`config.mk`:
```
export PLATFORM = sky130hd
export DESIGN_NAME = sp_ram_inf_flat
export DESIGN_NICKNAME = d
export VERILOG_FILES = /design/src/rtl/sp_ram_pkg.sv /design/src/rtl/sp_ram_if.sv /design/src/rtl/sp_ram_mem.sv /design/src/rtl/sp_ram_inf.sv /design/src/flat_wrapper.sv
export SDC_FILE = /design/constraint.sdc
export NUM_CORES = 2
export LEC_CHECK = 0
export ABC_CLOCK_PERIOD_IN_PS = 2000
export CAP_MARGIN = 40
export CORE_ASPECT_RATIO = 2
export CORE_MARGIN = 2
export CORE_UTILIZATION = 45
export DETAILED_ROUTE_END_ITERATION = 10
export GPL_TIMING_DRIVEN = 0
export SETUP_SLACK_MARGIN = 0.3
export SLEW_MARGIN = 40
export SYNTH_ARGS = -nofsm -noshare
export SYNTH_HDL_FRONTEND = slang
export SYNTH_SLANG_ARGS = --single-unit
```
`constraint.sdc`:
```
create_clock -name clk -period 2 [get_ports clk]
set_clock_uncertainty 0.05 [all_clocks]
set_input_delay 0.4 -clock clk [delete_from_list [all_inputs] [get_ports clk]]
set_output_delay 0.4 -clock clk [all_outputs]
set_load 0.02 [all_outputs]
```
`src/rtl/sp_ram_pkg.sv`:
```
// Shared widths and word types for the single-port scratch RAM.
// Imported by the interface, the storage array and the top.
package sp_ram_pkg;

    localparam int DATA_W = 8;
    localparam int ADDR_W = 8;
    localparam int DEPTH  = 2 ** ADDR_W;

    typedef logic [DATA_W-1:0] data_t;
    typedef logic [ADDR_W-1:0] addr_t;

endpackage

```
`src/rtl/sp_ram_if.sv`:
```
// Bus bundle for the single-port RAM.
// The dut modport is the RAM side; tb mirrors it.
interface sp_ram_if
    import sp_ram_pkg::*;
(
    input logic clk,
    input logic rst
);

    logic  en;
    addr_t addr;
    data_t data_in;
    data_t data_out;

    modport dut (
        input  clk,
        input  rst,
        input  en,
        input  addr,
        input  data_in,
        output data_out
    );

    modport tb (
        input  clk,
        input  rst,
        output en,
        output addr,
        output data_in,
        input  data_out
    );

endinterface

```
`src/rtl/sp_ram_mem.sv`:
```
// Storage array: one clocked write port, one clocked read port.
// No reset, so tools can map it onto block RAM.
module sp_ram_mem
    import sp_ram_pkg::*;
(
    input  logic  clk,
    input  logic  we,
    input  logic  re,
    input  addr_t addr,
    input  data_t wdata,
    output data_t rdata
);

    data_t mem [DEPTH];

    // Synchronous write of the addressed word.
    always_ff @(posedge clk) begin
        if (we) begin
            mem[addr] <= wdata;
        end
    end

    // Synchronous read; the output holds between read cycles.
    always_ff @(posedge clk) begin
        if (re) begin
            rdata <= mem[addr];
        end
    end

endmodule

```
`src/rtl/sp_ram_inf.sv`:
```
// Single-port RAM top: en=1 writes, en=0 reads with one cycle latency.
// data_out is zero from reset until the first read after release.
module sp_ram_inf
    import sp_ram_pkg::*;
(
    sp_ram_if.dut bus
);

    logic  we;
    logic  re;
    logic  rd_ok;
    data_t rd_data;

    // Both ports are blocked while reset is held low.
    assign we = bus.rst & bus.en;
    assign re = bus.rst & ~bus.en;

    sp_ram_mem u_mem (
        .clk   (bus.clk),
        .we    (we),
        .re    (re),
        .addr  (bus.addr),
        .wdata (bus.data_in),
        .rdata (rd_data)
    );

    // Qualifies the RAM output register: cleared at once by reset,
    // set by the first read edge afterwards.
    always_ff @(posedge bus.clk or negedge bus.rst) begin
        if (!bus.rst) begin
            rd_ok <= 1'b0;
        end else if (re) begin
            rd_ok <= 1'b1;
        end
    end

    assign bus.data_out = rd_ok ? rd_data : '0;

endmodule

```
`src/flat_wrapper.sv`:
```
// flat-port wrapper written by rule: the top's interface ports become plain ports
module sp_ram_inf_flat import sp_ram_pkg::*;
  (clk, rst, bus_en, bus_addr, bus_data_in, bus_data_out);
  sp_ram_if bus_i (.clk(clk), .rst(rst));
  input wire logic clk;
  input wire logic rst;
  input wire logic [$bits(bus_i.en)-1:0] bus_en;
  input wire logic [$bits(bus_i.addr)-1:0] bus_addr;
  input wire logic [$bits(bus_i.data_in)-1:0] bus_data_in;
  output wire logic [$bits(bus_i.data_out)-1:0] bus_data_out;
  assign bus_i.en = bus_en;
  assign bus_i.addr = bus_addr;
  assign bus_i.data_in = bus_data_in;
  assign bus_data_out = bus_i.data_out;
  sp_ram_inf u_core (.bus(bus_i));
endmodule
```
==> summary.txt <==
Timing
  – RSZ-0062 raised after global routing: yes
  – Worst Hold Slack: -0.01178 ns
  – Setup violations, final: 16
  – Worst Max-Slew Pin Slew: ~0.90 ns
  – Fmax: 0.3896 GHz
  – Final number of hold-violating endpoints: 6
  – Post-route minimum period: 2.567 ns
  – Final period util: 1.283
  – Final Max Tran Viols: 0
  – Setup WS post-layout: -0.5666 ns
  – Slew Limit Headroom: 0.3960

CTS
  – Root Buffer: clkbuf_16
  – Reg clk slew, reported paths: 0.07 ns
  – CTS tree: yes
  – Max Root-Sink Buffers: 4
  – Clock buffer count from CTS: approximately 180
  – Clock tree sinks: 2057
  – H-tree depth reported by CTS: 4
  – Worst skew pair latency: between 0.8 and 0.9 ns

Power and ir drop
  – Power per standard cell area: 907.8 nW/um2
  – Total power: 85.53 mW
  – Max rail drop VDD: 675.1 uV
  – Leak: between 20 and 30 nW

Synth
  – Adder-Cell Fraction of Synth Area: 0
  – Seq/Total Area, Yosys: 0.7877
  – Synth Area per Inst: 22.17 um2
  – Simple-Gate Fraction of Synth Area: 0.01669
  – Post-synthesis compound-gate area fraction: 0.03625
  – #FFs+latches synth: ~2000
  – Cells after synthesis: 3537
  – Largest family of logic cells by synthesized area: multiplexers
  – Synth Area in XOR/XNOR: 0
  – Yosys cell types: 21
  – Syn Nets: approximately 3600
  – Post-synthesis mux area share: 0.1471
  – Total number of yosys warnings: 0
  – Post-Synthesis Cell Area: 78410 um2

GRT
  – Initial antenna violation count: 4
  – First-pass GRT wire length: about 310000 um
  – Total track usage: 0.2591
  – Vias in the first global route: about 40000
  – Total grt overflow: 0
  – Largest net degree at the start of global routing: a little over 90

Cells and area
  – Nets: between 3000 and 4000
  – Syn-to-layout area delta: 20.16%
  – Final Non-Filler Cells: between 6000 and 7000
  – Share of cells above drive strength 1: 0.3928
  – Fin area: roughly 94000 um2
  – Most frequent cells in the layout: edfxtp_1 (2056), mux4_2 (512), nor2_4 (214), clkbuf_16 (209), a22oi_1 (177)
  – Most common cell after layout, fill and taps aside: edfxtp_1

Die
  – # rows: between 200 and 250
  – Die ar.: approximately 180000 um2
  – I/O pins: 27
  – Initial Util: 0.4526
  – Die Ht: roughly 600 um
  – Core outline area: 173200 um2
  – Die width: 299.2 um

Routing
  – Vias per inst: about 6
  – First DRT Iteration DRCs: roughly 3800
  – Initial DRT Pass Iterations: 5
  – Routed len/inst: between 30 and 40 um
  – Residual DRC count: 0
  – Via Count: around 38000
  – Final ANT Viol Nets: 0
  – Routed WL: ~230000 um

Critical path
  – CP required: 2.47 ns
  – Setup CP Type: in2reg
  – FF-to-FF path depth: 5
  – Crit path DAT: between 3 and 4 ns
  – CP startpoint kind: primary input
  – CP Max Fanout: 10
  – Crit end category: register

Placement
  – DPL Wire Length: roughly 160000 um
  – Placement-stage cell area: roughly 85000 um2
  – Placed cell count: 5875
  – RePlAce Congestion: 0.9601
  – I/O Buffers: 24

Outcome
  – Outcome: complete, but fails checks
  – Failing checks: hold timing, setup timing

Run
  – Max_cap viols: 0

Min path
  – Worst hold path class: in2reg
  – Worst hold path depth: 1
through the flow:
stage	setup TNS, ns	utilization	worst slack, ns
2_1_floorplan	-70.48	-	-0.3201
4_1_cts	-7.815	0.5383	-0.5601
6_report	-4.550	0.5439	-0.5666
3_3_place_gp	-	0.4837	-7.546
5_1_grt	-4.487	0.5438	-0.5436
3_5_place_dp	-3680.56	0.4883	-2.630
registers in the layout, summed over array words and instances (netlist names):
signal	cells
u_core.rd_ok	1
u_core.u_mem.rdata	8
u_core.u_mem.mem	2048
layout make-up:
cell class / count / area (um2)
fillers: 12860 / 79020
flip-flops and latches: 2057 / 61770
multi-input cells: 1255 / 18840
clock buffers: 205 / 4577
repair buffers: 188 / 2939
well taps: 2289 / 2864
plain buffers: 224 / 2481
clock inverters: 98 / 734.5
diodes: 5 / 12.51
inverters: 1 / 3.754
where the power goes:
| part | switching, mW | total, mW | internal (mW) |
|---|---|---|---|
| Combinational | 3.35 | 5.21 | 1.86 |
| Sequential | 0.0135 | 47.5 | 47.4 |
| Clock | 15.2 | 32.9 | 17.7 |
| Total | 18.6 | 85.5 | 67.0 |
layer usage:
metal / up-vias / GRT usage / part of all wire
met5: - / 0 / 0
met4: 0 / 0.1959 / 0.091
met3: 501 / 0.03323 / 0.053
met2: 1461 / 0.4785 / 0.55
met1: 20350 / 0.2629 / 0.31
li1: 15750 / - / -
cells by family after synthesis:
| family | after synthesis |
|---|---|
| mux | 512 |
| compound gates | 416 |
| flops | 2057 |
| simple gates | 327 |
| buf+inv | 225 |
worst max-delay path, cell delays in order:
cell and delay [ns]:
clkbuf_2 0.43, clkbuf_4 0.43, mux4_2 0.36, a22oi_2 0.43, a21oi_1 0.18, o41ai_4 0.61
nand4_1 0.16
synthesized netlist by cell type, drive strengths merged:
cell type / n / area share
edfxtp: 2056 / 0.79
mux4: 512 / 0.15
nor2: 261 / 0.012
a22oi: 256 / 0.025
clkbuf: 142 / 0.0068
a21oi: 128 / 0.0082
buf: 82 / 0.0054
o41ai: 32 / 0.0036
nand2: 30 / 0.0014
and2: 10 / 0.00080
nand4: 8 / 0.00064
nor2b: 7 / 0.00056
nand3: 5 / 0.00032
nand2b: 2 / 0.00016
nor3: 2 / 0.00013
or2: 2 / 0.00016
dfrtp: 1 / 0.00032
inv: 1 / 0.000048
final timing paths:
path,end,startpoint,slack [ns]
worst min register to register,u_core.rd_ok,u_core.rd_ok,0.69
worst min-delay path,u_core.u_mem.mem[158][1],bus_data_in[1],-0.01
worst max-delay path,u_core.u_mem.rdata[0],bus_addr[1],-0.57
max in group asynchronous,u_core.rd_ok,rst,1.36
worst max register to register,u_core.u_mem.rdata[0],u_core.u_mem.mem[171][0],-0.55
min in group asynchronous,u_core.rd_ok,rst,0.31
timing repair:
item                       in CTS  in global routing
setup endpoints to repair    2064               1892
hold endpoints to repair      219                  0
pin swaps                      95                 58
resized for setup             493                120
setup buffers                  82                 38
hold buffers                    9                  0
cloned                          4                  5
(Power assumes the default switching activity.)
